--- config.mk ---
export PLATFORM = sky130hd
export DESIGN_NAME = ahbl_splitter_n_flat
export DESIGN_NICKNAME = d
export VERILOG_FILES = /design/src/rtl/ahbl_pkg.sv /design/src/rtl/ahbl_splitter_n_if.sv /design/src/rtl/ahbl_default_slave.sv /design/src/rtl/ahbl_splitter_n.sv /design/src/flat_wrapper.sv
export SDC_FILE = /design/constraint.sdc
export NUM_CORES = 1
export LEC_CHECK = 0
export BUFFER_PORTS_ARGS = -buffer_cell sky130_fd_sc_hd__buf_2
export CAP_MARGIN = 10
export CORE_AREA = 2 2 109 111
export DETAILED_ROUTE_END_ITERATION = 8
export DIE_AREA = 0 0 111 113
export PLACE_DENSITY = 0.73
export SLEW_MARGIN = 40
export SYNTH_ARGS = -nofsm -noshare
export SYNTH_HDL_FRONTEND = slang
export SYNTH_SLANG_ARGS = --single-unit
--- constraint.sdc ---
create_clock -name HCLK -period 3.62 [get_ports HCLK]
set_input_delay 0.362 -clock HCLK [delete_from_list [all_inputs] [get_ports HCLK]]
set_output_delay 0.362 -clock HCLK [all_outputs]
set_load 0.005 [all_outputs]
--- src/rtl/ahbl_pkg.sv ---
// Shared AHB-Lite encodings and the default-slave state type.
package ahbl_pkg;

    localparam logic [1:0] HTRANS_IDLE   = 2'b00;
    localparam logic [1:0] HTRANS_BUSY   = 2'b01;
    localparam logic [1:0] HTRANS_NONSEQ = 2'b10;
    localparam logic [1:0] HTRANS_SEQ    = 2'b11;

    localparam logic HRESP_OKAY  = 1'b0;
    localparam logic HRESP_ERROR = 1'b1;

    typedef enum logic [1:0] {
        DS_IDLE = 2'b00,
        DS_ERR1 = 2'b01,
        DS_ERR2 = 2'b10
    } ds_state_e;

endpackage

--- src/rtl/ahbl_splitter_n_if.sv ---
// Bus bundle between the master, the splitter and its slave ports.
interface ahbl_splitter_n_if #(
    parameter int NUM_SLAVES = 5
);
    logic [31:0]              HADDR;
    logic [1:0]               HTRANS;
    logic                     HREADY;
    logic [31:0]              HRDATA;
    logic                     HRESP;
    logic [NUM_SLAVES-1:0]    S_HSEL;
    logic [NUM_SLAVES*32-1:0] S_HRDATA;
    logic [NUM_SLAVES-1:0]    S_HREADYOUT;
    logic [NUM_SLAVES-1:0]    S_HRESP;
    logic                     ERR_VALID;
    logic [31:0]              ERR_ADDR;
    logic                     ERR_CLR;

    // Splitter view: receives master requests and slave responses.
    modport slave (
        input  HADDR, HTRANS, S_HRDATA, S_HREADYOUT, S_HRESP, ERR_CLR,
        output HREADY, HRDATA, HRESP, S_HSEL, ERR_VALID, ERR_ADDR
    );

    modport master (
        output HADDR, HTRANS, S_HRDATA, S_HREADYOUT, S_HRESP, ERR_CLR,
        input  HREADY, HRDATA, HRESP, S_HSEL, ERR_VALID, ERR_ADDR
    );

endinterface

--- src/rtl/ahbl_default_slave.sv ---
// Default slave answering unmapped NONSEQ/SEQ transfers with a two-cycle ERROR.
//   state   | meaning
//   DS_IDLE | zero-wait OKAY
//   DS_ERR1 | first ERROR cycle, HREADYOUT low
//   DS_ERR2 | second ERROR cycle, HREADYOUT high
module ahbl_default_slave
    import ahbl_pkg::*;
(
    input  logic       HCLK,
    input  logic       HRESET,
    input  logic       HREADY,
    input  logic [1:0] HTRANS,
    input  logic       sel_none,
    output logic       HREADYOUT,
    output logic       HRESP
);

    ds_state_e state_q, state_d;
    logic      err_start;

    assign err_start = HREADY && sel_none &&
                       ((HTRANS == HTRANS_NONSEQ) || (HTRANS == HTRANS_SEQ));

    always_comb begin
        state_d   = state_q;
        HREADYOUT = 1'b1;
        HRESP     = HRESP_OKAY;
        unique case (state_q)
            DS_IDLE: begin
                if (err_start) state_d = DS_ERR1;
            end
            DS_ERR1: begin
                HREADYOUT = 1'b0;
                HRESP     = HRESP_ERROR;
                state_d   = DS_ERR2;
            end
            DS_ERR2: begin
                HRESP   = HRESP_ERROR;
                state_d = err_start ? DS_ERR1 : DS_IDLE;
            end
            default: state_d = DS_IDLE;
        endcase
    end

    always_ff @(posedge HCLK or posedge HRESET) begin
        if (HRESET) state_q <= DS_IDLE;
        else        state_q <= state_d;
    end

endmodule

--- src/rtl/ahbl_splitter_n.sv ---
// AHB-Lite address decoder and response mux for up to 16 slaves, with a
// built-in ERROR default slave and a sticky first-error capture register.
module ahbl_splitter_n
    import ahbl_pkg::*;
#(
    parameter int NUM_SLAVES = 5,
    parameter int DEC_LSB    = 28,
    parameter int DEC_BITS   = 4,
    parameter logic [NUM_SLAVES*DEC_BITS-1:0] SLAVE_IDS = {4'h6, 4'h8, 4'h4, 4'h2, 4'h0}
) (
    input  logic              HCLK,
    input  logic              HRESET,
    ahbl_splitter_n_if.slave  bus
);

    logic [DEC_BITS-1:0]   dec_field;
    logic [NUM_SLAVES-1:0] sel;
    logic [3:0]            sel_idx;
    logic                  sel_none;

    logic [3:0]  dsel_idx_q, dsel_idx_d;
    logic        dsel_def_q, dsel_def_d;

    logic        hready, hresp;
    logic [31:0] hrdata;
    logic        ds_hreadyout, ds_hresp;

    logic        err_event;
    logic        err_valid_q, err_valid_d;
    logic [31:0] err_addr_q, err_addr_d;

    assign dec_field = bus.HADDR[DEC_LSB +: DEC_BITS];

    // Scan from the top so the lowest matching slot is the one left standing.
    always_comb begin
        sel      = '0;
        sel_idx  = '0;
        sel_none = 1'b1;
        for (int i = NUM_SLAVES - 1; i >= 0; i--) begin
            if (dec_field == SLAVE_IDS[i*DEC_BITS +: DEC_BITS]) begin
                sel      = '0;
                sel[i]   = 1'b1;
                sel_idx  = 4'(i);
                sel_none = 1'b0;
            end
        end
    end

    always_comb begin
        dsel_idx_d = dsel_idx_q;
        dsel_def_d = dsel_def_q;
        if (hready) begin
            dsel_idx_d = sel_idx;
            dsel_def_d = sel_none;
        end
    end

    always_comb begin
        hready = ds_hreadyout;
        hresp  = ds_hresp;
        hrdata = '0;
        if (!dsel_def_q) begin
            for (int i = 0; i < NUM_SLAVES; i++) begin
                if (dsel_idx_q == 4'(i)) begin
                    hready = bus.S_HREADYOUT[i];
                    hresp  = bus.S_HRESP[i];
                    hrdata = bus.S_HRDATA[32*i +: 32];
                end
            end
        end
    end

    ahbl_default_slave u_default (
        .HCLK      (HCLK),
        .HRESET    (HRESET),
        .HREADY    (hready),
        .HTRANS    (bus.HTRANS),
        .sel_none  (sel_none),
        .HREADYOUT (ds_hreadyout),
        .HRESP     (ds_hresp)
    );

    // Same condition that sends the default slave into ERR1.
    assign err_event = hready && sel_none &&
                       ((bus.HTRANS == HTRANS_NONSEQ) || (bus.HTRANS == HTRANS_SEQ));

    always_comb begin
        err_valid_d = err_valid_q;
        err_addr_d  = err_addr_q;
        if (err_event && (!err_valid_q || bus.ERR_CLR)) begin
            err_valid_d = 1'b1;
            err_addr_d  = bus.HADDR;
        end else if (bus.ERR_CLR) begin
            err_valid_d = 1'b0;
        end
    end

    always_ff @(posedge HCLK or posedge HRESET) begin
        if (HRESET) begin
            dsel_idx_q  <= '0;
            dsel_def_q  <= 1'b1;
            err_valid_q <= 1'b0;
            err_addr_q  <= '0;
        end else begin
            dsel_idx_q  <= dsel_idx_d;
            dsel_def_q  <= dsel_def_d;
            err_valid_q <= err_valid_d;
            err_addr_q  <= err_addr_d;
        end
    end

    assign bus.S_HSEL    = sel;
    assign bus.HREADY    = hready;
    assign bus.HRESP     = hresp;
    assign bus.HRDATA    = hrdata;
    assign bus.ERR_VALID = err_valid_q;
    assign bus.ERR_ADDR  = err_addr_q;

endmodule

--- src/flat_wrapper.sv ---
// flat-port wrapper written by rule: the top's interface ports become plain ports
module ahbl_splitter_n_flat import ahbl_pkg::*;
#(
    parameter int NUM_SLAVES = 5,
    parameter int DEC_LSB    = 28,
    parameter int DEC_BITS   = 4,
    parameter logic [NUM_SLAVES*DEC_BITS-1:0] SLAVE_IDS = {4'h6, 4'h8, 4'h4, 4'h2, 4'h0}
)
  (HCLK, HRESET, bus_HADDR, bus_HTRANS, bus_S_HRDATA, bus_S_HREADYOUT, bus_S_HRESP, bus_ERR_CLR, bus_HREADY, bus_HRDATA, bus_HRESP, bus_S_HSEL, bus_ERR_VALID, bus_ERR_ADDR);
  ahbl_splitter_n_if #(.NUM_SLAVES(NUM_SLAVES)) bus_i ();
  input  logic HCLK;
  input  logic HRESET;
  input wire logic [$bits(bus_i.HADDR)-1:0] bus_HADDR;
  input wire logic [$bits(bus_i.HTRANS)-1:0] bus_HTRANS;
  input wire logic [$bits(bus_i.S_HRDATA)-1:0] bus_S_HRDATA;
  input wire logic [$bits(bus_i.S_HREADYOUT)-1:0] bus_S_HREADYOUT;
  input wire logic [$bits(bus_i.S_HRESP)-1:0] bus_S_HRESP;
  input wire logic [$bits(bus_i.ERR_CLR)-1:0] bus_ERR_CLR;
  output wire logic [$bits(bus_i.HREADY)-1:0] bus_HREADY;
  output wire logic [$bits(bus_i.HRDATA)-1:0] bus_HRDATA;
  output wire logic [$bits(bus_i.HRESP)-1:0] bus_HRESP;
  output wire logic [$bits(bus_i.S_HSEL)-1:0] bus_S_HSEL;
  output wire logic [$bits(bus_i.ERR_VALID)-1:0] bus_ERR_VALID;
  output wire logic [$bits(bus_i.ERR_ADDR)-1:0] bus_ERR_ADDR;
  assign bus_i.HADDR = bus_HADDR;
  assign bus_i.HTRANS = bus_HTRANS;
  assign bus_i.S_HRDATA = bus_S_HRDATA;
  assign bus_i.S_HREADYOUT = bus_S_HREADYOUT;
  assign bus_i.S_HRESP = bus_S_HRESP;
  assign bus_i.ERR_CLR = bus_ERR_CLR;
  assign bus_HREADY = bus_i.HREADY;
  assign bus_HRDATA = bus_i.HRDATA;
  assign bus_HRESP = bus_i.HRESP;
  assign bus_S_HSEL = bus_i.S_HSEL;
  assign bus_ERR_VALID = bus_i.ERR_VALID;
  assign bus_ERR_ADDR = bus_i.ERR_ADDR;
  ahbl_splitter_n #(.NUM_SLAVES(NUM_SLAVES), .DEC_LSB(DEC_LSB), .DEC_BITS(DEC_BITS), .SLAVE_IDS(SLAVE_IDS)) u_core (.HCLK(HCLK), .HRESET(HRESET), .bus(bus_i));
endmodule
### Word level (Yosys, flattened, before mapping)

Cells that the tools add are included.

* output and inout port bits: 72
* bits in registers: 40
* logic and storage cells: 69
* input bits: 207

* muxes and demuxes: 40
* equality and inequality tests: 13
* reduce and logical (&&, ||, !) cells: 11

Operators by type and width (number)
* $mux 32: 6
* $mux 5: 5
* $mux 1: 22
* $mux 3: 5
* $eq 4x2->1 const B: 3
* $eq 4x3->1 const B: 3
* $logic_not 4->1: 2
* $eq 2x2->1 const B: 3
* $pmux 2 s3: 1
* $eq 4x1->1 const B: 1
* $eq 4x4->1 const B: 1
* $logic_and 1x1->1: 3
* $eq 2x1->1 const B: 1
* $logic_not 2->1: 1
* $logic_or 1x1->1: 2
* $mux 2: 1
* $ne 2x1->1 const B: 1
* $reduce_bool 2->1: 1
* $reduce_or 2->1: 1
* $logic_not 1->1: 1

### Longest topological paths before layout

* depth in word-level cells: 12
* mapped depth: 9
* mapped depth without buffers: 7

### Cells and area by module

Synthesis repeated with hierarchy kept, for this count alone.

* cell total of the unflattened synthesis: 252
* area, all modules: 2991.6 µm²

Modules (own cells, without submodules)
* ahbl_splitter_n: cells each 234, sequential area each 927.1 µm², times used 1, area an instance 2803.9 µm²
* ahbl_default_slave: cells each 18, sequential area each 50.0 µm², times used 1, area an instance 187.7 µm²

### Worst setup path after synthesis

Ideal clock, no wire load.

* path type: register -> output
* start: register u_core.dsel_idx_q[0]
* end: output bus_HRDATA[10]
* data required time: 3.258 ns
* stages on the path, launching flop included: 6
* setup slack: 1.421 ns
* data arrival time: 1.837 ns
* path buffers: 2
* path through: dfrtp_1 buf_1 buf_2 mux4_2 a22oi_1 nor2_1

* longest elaborated chain between the ends: 7
* elaborated cells between the ends (all ways): 11
* those cells by class: eq/ne: 4; mux: 6; reduce/logical: 1

Ends and longest elaborated chain
* from (decl): line ahbl_splitter_n.sv:21 `logic [3:0] dsel_idx_q, dsel_idx_d;`
* from (signal assigned): line ahbl_splitter_n.sv:105 `dsel_idx_q <= dsel_idx_d;`
* $logic_not 4->1: line ahbl_splitter_n.sv:64 `if (dsel_idx_q == 4'(i)) begin`
* $mux 32 (4 in a row): line ahbl_splitter_n.sv:64
* $mux 32 (*): line ahbl_splitter_n.sv:64
* $mux 32 (*): line ahbl_splitter_n.sv:62 `if (!dsel_def_q) begin`
* to (decl): line flat_wrapper.sv:20 `output wire logic [$bits(bus_i.HRDATA)-1:0] bus_HRDATA;`

Every way passes the cells marked *; elsewhere a longest branch is shown, timed or not.

### Worst setup path after layout

* start: register u_core.dsel_idx_q[0]
* end: output bus_HRESP

* longest elaborated chain between the ends: 7
* elaborated cells between the ends (all ways): 11
* those cells by class: eq/ne: 4; mux: 6; reduce/logical: 1

Ends and longest elaborated chain
* $logic_not 4->1: line ahbl_splitter_n.sv:64
* $mux 1 (4 in a row): line ahbl_splitter_n.sv:64
* $mux 1 (*): line ahbl_splitter_n.sv:64
* $mux 1 (*): line ahbl_splitter_n.sv:62
* to (decl): line flat_wrapper.sv:21 `output wire logic [$bits(bus_i.HRESP)-1:0] bus_HRESP;`

Marked as above.

==> impl_metrics.csv <==
group,metric,value,unit
status,status,"completed",
timing,fin_skew,7.269,ps
clocking,cts_tree,"done",
timing,finalSetupViolCount,0,
synth,ys_ff_latch,39,
final_layout,final_area,0.004792,mm2
clocking,clk-insertion-delay-late,280,ps
global_routing,grt_pass1_vias,3371,
setup_path,worstSetupPathType,"flip-flop to output pin",
placed_design,dp_hpwl,10510,um
timing,finalWorstSetupSlack,905.0,ps
synth,syn_area_per_cell,12.64,um2
synth,yosys_most_used_dff,"dfrtp_1",
timing,holdWs,162.7,ps
synth,synth_most_common_cell,"dfrtp_1",
floorplan,dieArea,0.01254,mm2
pwr,power.total,3.488,mW
flow_run,cap_viol_max_count,0,
route,vias,3287,
global_routing,antenna_found_initial,6,
floorplan,die_h,113,um
synth,netlist_area,0.003122,mm2
timing,timing.fmax,368.3,MHz
clocking,cts.sinks,39,
clocking,clock_path_buffers,2,
route,final_antenna_net_count,0,
placed_design,port-buffer-count,277,
floorplan,coreArea,0.01127,mm2
min_path,min_path_type,"input pin to async pin",
setup_path,path_cells,"buf_4, mux4_2, a221o_1, buf_2",
synth,synth_nets,459,
synth,ys_seq_area_share,31.30,%
floorplan,floorplan.initialDensity,27.69,%
setup_path,start_kind,"flip-flop",
pwr,powerDensity,727.8,mW/mm2
synth,async_reset_ff_share,100.0,%
setup_path,slowest_delay,600,ps
clocking,cts_hold_buf,0,
clocking,cts_buffers,5,
timing,slew_violations,0,
synth,synthDistinctLibCells,40,
setup_path,crit_path_end,"bus_HRESP",
setup_path,regToRegStartpoint,"u_core.u_default.state_q[1]",
synth,synth_largest_area_cell,"dfrtp_1",
timing,relSlewSlack,56.45,%
placed_design,postPlaceCellArea,0.004604,mm2
clocking,ctsResizeCount,0,
pwr,p_leak,2.493,nW
timing,setup_tns,0,ps
clocking,postCtsSetupRepairBufs,0,
final_layout,syn_to_final_growth,53.51,%
final_layout,drive_above_1_share,71.95,%
final_layout,nFillCells,1065,
placed_design,gp_congestion,0.9016,
placed_design,place_ws,923.1,ps
clocking,cts_max_level,2,
setup_path,r2r_end,"u_core.bus.ERR_ADDR[12]",
global_routing,grt_max_degree,39,
global_routing,grt.total_usage,19.04,%
route,wl_per_cell,18.56,um
timing,worst_slew_pin_slew,652.6,ps
setup_path,timing.critical_path.from,"u_core.dsel_idx_q[0]",
clocking,cts_root_buffer,"clkbuf_16",
route,dr.first_iter.drc_count,210,
floorplan,ios,279,
synth,synth_commonest_cells,"dfrtp_1, nor2_1, mux4_2, a22oi_1, mux2_4",
timing,fin_crit_sh,75.00,%
floorplan,rows,39,
route,viasPerCell,4.935,
synth,synth_top_area_share,30.46,%
route,drc,0,
global_routing,grt_pass1_wl,18670,um
timing,hold_viol,0,
synth,syn_inst,247,
setup_path,cp.arrival,2350,ps
pwr,vdd_ir_drop_max,0.4793,mV
setup_path,endpoint_kind,"output pin",
synth,ys_top_cells_by_area,"dfrtp_1, mux4_2, mux2_4, a22oi_1, nor2_1",
route,wl,12360,um
clocking,clk_pin_slew,60,ps
global_routing,overflow,0,
final_layout,fin_nets,728,
setup_path,critPathRequiredTime,3260,ps
route,firstDrtPassIters,4,
setup_path,ff2ff_path_depth,7,
setup_path,crit_slowest_cell,"mux4_2",
timing,rsz0062_at_grt,"false",
timing,period_minus_slack,2715,ps
synth,synth_warnings,0,
setup_path,reg2reg_slack,940,ps
floorplan,die_w,111,um
synth,synth_edf_count,0,
setup_path,crit_fanout,34,
-- final cells by class --
class                           count  area (um2)  share of cell area (%)
Clock inverter                      3       47.55                  0.9922
Multi-Input combinational cell    178        1974                   41.20
Sequential cell                    39       978.4                   20.42
Antenna cell                        6       15.01                  0.3133
Timing Repair Buffer              285        1446                   30.18
Inverter                            7       26.28                  0.5483
Tap cell                          143       178.9                   3.734
Clock buffer                        5       125.1                   2.611
-- worst min path at each step --
stage / from / end / slack (ps)
after floorplan: u_core.bus.ERR_VALID / u_core.bus.ERR_VALID / 490
after global placement: HRESET / u_core.bus.ERR_ADDR[8] / 470
after detailed placement: HRESET / u_core.bus.ERR_ADDR[11] / 490
after CTS: HRESET / u_core.bus.ERR_ADDR[11] / 190
after global routing: HRESET / u_core.bus.ERR_ADDR[11] / 240
final: HRESET / u_core.bus.ERR_ADDR[11] / 160
-- where the power goes --
part | internal [mW] | switching, mW | total, mW
Sequential | 0.662 | 0.139 | 0.800
Combinational | 1.23 | 0.941 | 2.18
Clock | 0.329 | 0.183 | 0.511
-- layout by cell type (no fill, tap or decap), types with 2 or more instances in the layout --
master     count
a21oi_1        2
a22oi_1       32
buf_2        277
buf_4          8
clkbuf_16      5
dfrtp_1       37
diode_2        6
ha_1           5
inv_1          6
mux2_2         4
mux2_4        30
mux4_2        33
nand2_1        3
nand2b_1       5
nor2_1        36
nor3_1         2
o21ai_0        3
o31a_1         2
o31ai_1        2
or2_2          2
-- kinds of logic after synthesis --
logic type                 after synthesis  synth area share [%]
AOI/OAI and AO/OA                       49                 12.71
adders and majority gates                5                 2.004
buffers and inverters                   30                 5.651
DFF                                     39                 31.30
muxes                                   67                 39.68
and+or+nand+nor                         57                 8.658
-- metrics by stage --
step                std cells  util (%)
floorplan                 247         -
global placement          652     40.85
detailed placement        652     40.85
CTS                       660     42.38
global route              662     42.42
finish                    666     42.51
-- worst max-delay path: cells and delay by family, from the launching register on --
family / cells / cell delay (ps)
DFF: 1 / 420
AOI/OAI and AO/OA: 1 / 330
muxes: 1 / 600
buffers and inverters: 2 / 680
-- state kept, by name, summed over array words and instances, names as in the netlist --
| name | count |
|---|---|
| u_core.dsel_idx_q | 3 |
| u_core.bus.ERR_ADDR | 32 |
| u_core.dsel_def_q | 1 |
| u_core.bus.ERR_VALID | 1 |
| u_core.u_default.state_q | 2 |
-- routing by layer --
| layer | vias up | part of all wire, % | track usage (%) |
|---|---|---|---|
| met4 | 2 | 1.8 | 4.583 |
| met5 | - | 0.15 | 0 |
| met2 | 171 | 52 | 34.81 |
| met3 | 21 | 8.1 | 6.213 |
| met1 | 1588 | 38 | 21.63 |
| li1 | 1505 | - | - |
Power figures use the tool's default switching activity.
